==> config.mk <==
export PLATFORM = sky130hd
export DESIGN_NAME = riscv_writeback
export DESIGN_NICKNAME = d
export VERILOG_FILES = /design/src/rtl/riscv_writeback_pkg.sv /design/src/rtl/riscv_writeback_load_ext.sv /design/src/rtl/riscv_writeback.sv
export SDC_FILE = /design/constraint.sdc
export NUM_CORES = 1
export LEC_CHECK = 0
export CORE_MARGIN = 10
export CORE_UTILIZATION = 45
export CTS_BUF_LIST = sky130_fd_sc_hd__clkbuf_4
export CTS_CLUSTER_SIZE = 16
export DETAILED_ROUTE_END_ITERATION = 12
export PLACE_DENSITY = 0.85
export SLEW_MARGIN = 20
export SYNTH_ARGS = -nofsm -noshare
export SYNTH_HDL_FRONTEND = slang
export SYNTH_HIERARCHICAL = 1
export SYNTH_SLANG_ARGS = --single-unit
==> constraint.sdc <==
create_clock -name i_clk -period 5.55 [get_ports i_clk]
set_clock_uncertainty 0.05 [all_clocks]
set_input_delay 1.11 -clock i_clk [delete_from_list [all_inputs] [get_ports i_clk]]
set_output_delay 1.11 -clock i_clk [all_outputs]
set_load 0.05 [all_outputs]
==> src/rtl/riscv_writeback_pkg.sv <==
// Shared types and constants for the RV32I writeback stage: result-source encoding,
// byte-lane masks and the packed W pipeline register.
package riscv_writeback_pkg;

  localparam int XLEN = 32;

  typedef enum logic [1:0] {
    RES_SRC_ALU = 2'b00,
    RES_SRC_MEM = 2'b01,
    RES_SRC_PC4 = 2'b10,
    RES_SRC_IMM = 2'b11
  } result_src_e;

  localparam logic [3:0] BSEL_B0 = 4'b0001;
  localparam logic [3:0] BSEL_B1 = 4'b0010;
  localparam logic [3:0] BSEL_B2 = 4'b0100;
  localparam logic [3:0] BSEL_B3 = 4'b1000;
  localparam logic [3:0] BSEL_H0 = 4'b0011;
  localparam logic [3:0] BSEL_H1 = 4'b1100;
  localparam logic [3:0] BSEL_W  = 4'b1111;

  typedef struct packed {
    logic              valid;
    logic              reg_write;
    result_src_e       result_src;
    logic [XLEN-1:0]   alu_result;
    logic [XLEN-1:0]   read_data;
    logic [XLEN-1:0]   pc_plus4;
    logic [XLEN-1:0]   extimm;
    logic [4:0]        rd;
    logic [3:0]        byte_sel;
    logic              is_unsigned;
  } w_regs_t;

endpackage

==> src/rtl/riscv_writeback_load_ext.sv <==
// Load-data extractor: picks the byte/halfword/word lane out of the aligned memory word
// and sign- or zero-extends it. Unsupported masks yield zero.
module riscv_load_ext
  import riscv_writeback_pkg::*;
(
  input  logic [XLEN-1:0] i_word,
  input  logic [1:0]      i_offset,
  input  logic [3:0]      i_byte_sel,
  input  logic            i_unsigned,
  output logic [XLEN-1:0] o_data
);

  logic [7:0]  byte_val;
  logic [15:0] half_val;

  always_comb begin
    byte_val = i_word[{i_offset, 3'b000} +: 8];
    half_val = i_offset[1] ? i_word[31:16] : i_word[15:0];
    o_data   = '0;
    case (i_byte_sel)
      BSEL_B0, BSEL_B1, BSEL_B2, BSEL_B3:
        o_data = i_unsigned ? {{(XLEN-8){1'b0}}, byte_val}
                            : {{(XLEN-8){byte_val[7]}}, byte_val};
      BSEL_H0, BSEL_H1:
        o_data = i_unsigned ? {{(XLEN-16){1'b0}}, half_val}
                            : {{(XLEN-16){half_val[15]}}, half_val};
      BSEL_W:
        o_data = i_word;
      default:
        o_data = '0;
    endcase
  end

endmodule

==> src/rtl/riscv_writeback.sv <==
// RV32I M->W pipeline register and writeback result selection.
// Optional retired-instruction counter (o_instret) enabled by defining RISCV_WB_INSTRET_EN.
module riscv_writeback
  import riscv_writeback_pkg::*;
(
  input  logic            i_clk,
  input  logic            i_rstn,
  input  logic            i_stall_w,
  input  logic            i_flush_w,
  input  logic            i_valid_m,
  input  logic            i_reg_write_m,
  input  logic [1:0]      i_result_src_m,
  input  logic [XLEN-1:0] i_alu_result_m,
  input  logic [XLEN-1:0] i_read_data_m,
  input  logic [XLEN-1:0] i_pc_plus4_m,
  input  logic [XLEN-1:0] i_extimm_m,
  input  logic [4:0]      i_rd_m,
  input  logic [3:0]      i_mem_byte_sel_m,
  input  logic            i_unsigned_m,
  output logic [XLEN-1:0] o_result_w,
  output logic            o_reg_write_w,
  output logic [4:0]      o_rd_w,
  output logic            o_valid_w
`ifdef RISCV_WB_INSTRET_EN
  ,
  output logic [63:0]     o_instret
`endif
);

  w_regs_t         w_q, w_d;
  logic [XLEN-1:0] load_data;

  // Flush beats stall; a flushed W keeps its data fields and only drops the control bits.
  always_comb begin
    w_d = w_q;
    if (i_flush_w) begin
      w_d.valid     = 1'b0;
      w_d.reg_write = 1'b0;
    end else if (!i_stall_w) begin
      w_d.valid       = i_valid_m;
      w_d.reg_write   = i_reg_write_m;
      w_d.result_src  = result_src_e'(i_result_src_m);
      w_d.alu_result  = i_alu_result_m;
      w_d.read_data   = i_read_data_m;
      w_d.pc_plus4    = i_pc_plus4_m;
      w_d.extimm      = i_extimm_m;
      w_d.rd          = i_rd_m;
      w_d.byte_sel    = i_mem_byte_sel_m;
      w_d.is_unsigned = i_unsigned_m;
    end
  end

  always_ff @(posedge i_clk or negedge i_rstn) begin
    if (!i_rstn) w_q <= '0;
    else         w_q <= w_d;
  end

  riscv_load_ext u_load_ext (
    .i_word     (w_q.read_data),
    .i_offset   (w_q.alu_result[1:0]),
    .i_byte_sel (w_q.byte_sel),
    .i_unsigned (w_q.is_unsigned),
    .o_data     (load_data)
  );

  always_comb begin
    o_result_w = w_q.alu_result;
    case (w_q.result_src)
      RES_SRC_ALU: o_result_w = w_q.alu_result;
      RES_SRC_MEM: o_result_w = load_data;
      RES_SRC_PC4: o_result_w = w_q.pc_plus4;
      RES_SRC_IMM: o_result_w = w_q.extimm;
      default:     o_result_w = w_q.alu_result;
    endcase
  end

  // x0 is hardwired zero, so a write to it is never presented to the regfile.
  assign o_reg_write_w = w_q.valid & w_q.reg_write & (w_q.rd != 5'd0);
  assign o_rd_w        = w_q.rd;
  assign o_valid_w     = w_q.valid;

`ifdef RISCV_WB_INSTRET_EN
  logic [63:0] instret_q, instret_d;

  always_comb begin
    instret_d = instret_q;
    if (w_q.valid && !i_stall_w) instret_d = instret_q + 64'd1;
  end

  always_ff @(posedge i_clk or negedge i_rstn) begin
    if (!i_rstn) instret_q <= '0;
    else         instret_q <= instret_d;
  end

  assign o_instret = instret_q;
`endif

endmodule

==> results.cfg <==
[worst_setup_path]
critPathMaxStageDelay_ns = 0.72
path_buf_inv = 1
path_class = reg2out
cp_data_arrival_time_ns = 4.03
crit_path_cell_trace = xor2_1 > a211oi_2 > a2111o_1 > nand2_1 > mux4_2 > clkdlybuf4s50_1
crit_family = compound AO/OA/AOI/OAI gates
crit_path_end_kind = output port
crit_required_ns = 4.39
timing.rr.start = w_q[107]$_DFFE_PN0P_
cp-startpoint = w_q[2]$_DFFE_PN0P_
crit_fanout = 24
slowest_stage = clkdlybuf4s50_1
startpoint_type = flip-flop

[pwr]
pwr-share-clk_pct = 21.4
p_per_area_nw_per_um2 = 332
power_switching_w = 0.00109
vdd_drop_max_mv = 0.262
p_leak_nw = 4.11
swShare_pct = 34.2
pwr-share-seq_pct = 42.4
p_int_w = 0.00209
pwr-share-comb_pct = 36.2

[sta]
tns_ns = 0
fin_crit_sh_pct = 93.6
worstMarginPinSlew_ns = 0.968
whs_ns = 0.468
max_freq_ghz = 0.193
hold_viol_final = 0
relSlewSlack_pct = 35.5
drv_slew = 0
rsz0062_at_grt = false
setup-violations-final = 0
period_minus_slack_ns = 5.19

[yosys]
async_flop_share_pct = 100
syn_nets = 617
synth_top_area_cell = dfrtp_1
synth.top_cell.area_share_pct = 47.8
ys.flop_type = dfrtp_1
yosysMostFrequentCell = dfrtp_1
synth-seq-cells = 142
synth-seq-area-share_pct = 47.8
ys_warn_count = 6
syn_area_um2 = 7430
synthTopCellsByCount = dfrtp_1 (142), mux2_4 (100), mux2_2 (40)
synth_cells = 471
synth_edf_count = 0
avgSynthCellArea_um2 = 15.8
netlist_top_cells_area = dfrtp_1 (48%), mux2_4 (20%), mux4_2 (9.4%)
synth_cell_types = 30

[job]
max_cap_viol_count = 0

[global_route]
antenna_found_initial = 0
grt_pass1_wl_um = 30200
grt_max_degree = 135
grt_pass1_vias = 5230
overflow = 0
grt.total_usage_pct = 17.8

[layout]
fin_nets = 783
areaGrowthSynthToFinish_pct = 28.8
layout-drive-gt1-share_pct = 32.6
final.fill_count = 1187
finalNonFillerCells = 866
diodes = 0

[clock_network]
hold_buffers = 0
tritoncts = built
path_clk_slew_ns = 0.12
clock-sinks = 142
h-tree-depth = 4
cts-root-buf = clkbuf_4
cts_resized = 0
clock_latency_ns = 0.55
cts_made_buffers = 17
clock_path_buffers = 2
cts_setup_buffers = 0

[drt]
drt-total-wl_um = 19400
drt_first_iter_violations = 226
postRouteAntennaNets = 0
wl_per_cell_um = 22.5
via_per_inst = 5.38
first_pass_iters = 4
vias = 4659
drc = 0

[floorplan]
die_x_um = 148
row_count = 46
fp.coreArea_um2 = 16100
die_h_um = 148
boundaryPins = 185
start_util_pct = 46.3
die_area_um2 = 22000

[placement]
post-dp-hpwl_um = 14000
numPortBuffers = 184
place_congestion = 0.771
numPlacedInstances = 834

[worst_hold_path]
worstHoldPathType = reg2reg
min_from = w_q[109]$_DFFE_PN0P_

[run_status]
status = finished, final reports clean
## power by group through the flow
stage               logic [W]  registers [W]  clock network [W]
floorplan            0.000847        0.00128                  0
global placement      0.00114        0.00135                  0
finish                0.00115        0.00135           0.000679
CTS                   0.00116        0.00135           0.000702
global route          0.00121        0.00137           0.000750
detailed placement    0.00115        0.00137                  0
## stage by stage
step	area (um2)	util (%)	setup slack, ns	total power, W
final	9570	59.6	0.356	0.00317
after global routing	9570	59.6	0.0666	0.00333
after CTS	9560	59.6	0.282	0.00321
after detailed placement	9280	57.8	0.927	0.00252
after global placement	9280	57.8	0.998	0.00249
after floorplan	7430	-	2.14	0.00212
## worst register-to-register path: stages (launching register included)
cell     delay [ns]
dfrtp_1        0.70
buf_4          0.39
mux2_4         0.20
## per-layer routing
layer	part of all wire, %	global-route usage, %	vias up
met2	50	29.0	147
met5	0	0	-
met1	42	21.7	2399
li1	-	-	2098
met3	7.3	6.89	15
met4	1.0	4.26	0
## registers in the layout, summed over array words and instances, names as in the netlist
| name | flops |
|---|---|
| o_rd_w | 5 |
| w_q | 136 |
| o_valid_w | 1 |
## kinds of logic (layout without fill, tap and decap cells)
family,Yosys count,count (layout),synth area share [%]
xor gates and xnor gates,1,1,0.118
buffers and inverters,48,227,4.56
and+or+nand+nor,44,44,2.76
AOI/OAI and AO/OA,38,38,3.66
DFF,142,142,47.8
muxes,198,198,41.1
## final timing paths
check                                        to  slack [ns]  cells past startpoint
max                              o_result_w[25]        0.36                      6
max reg2reg                w_q[107]$_DFFE_PN0P_        4.15                      2
min in group asynchronous  w_q[108]$_DFFE_PN0P_        0.54                      1
min reg2reg                w_q[109]$_DFFE_PN0P_        0.47                      1
min                        w_q[109]$_DFFE_PN0P_        0.47                      1
max in group asynchronous  w_q[138]$_DFFE_PN0P_        3.60                      2
## area by class of cell
class	instances	area [um2]	area share, %
well taps	216	270	2.82
clock inverters	14	150	1.57
multi-input cells	281	3540	37.0
flip-flops and latches	142	3560	37.2
clock buffers	18	135	1.41
repair buffers	188	1890	19.7
inverters	7	26.3	0.275
## layout by cell type (no fill, tap or decap), drive strengths merged, types with 2 or more instances in the layout
| master | count |
|---|---|
| buf | 5 |
| nor4b | 2 |
| mux2i | 19 |
| clkbuf | 18 |
| o211ai | 8 |
| bufinv | 3 |
| inv | 7 |
| o221ai | 7 |
| or4bb | 2 |
| dfrtp | 142 |
| clkdlybuf4s50 | 183 |
| a211oi | 4 |
| a21oi | 16 |
| mux4 | 39 |
| nand2 | 31 |
| clkinv | 8 |
| nor2 | 5 |
| clkinvlp | 3 |
| mux2 | 140 |
Power figures use the tool's default switching activity.
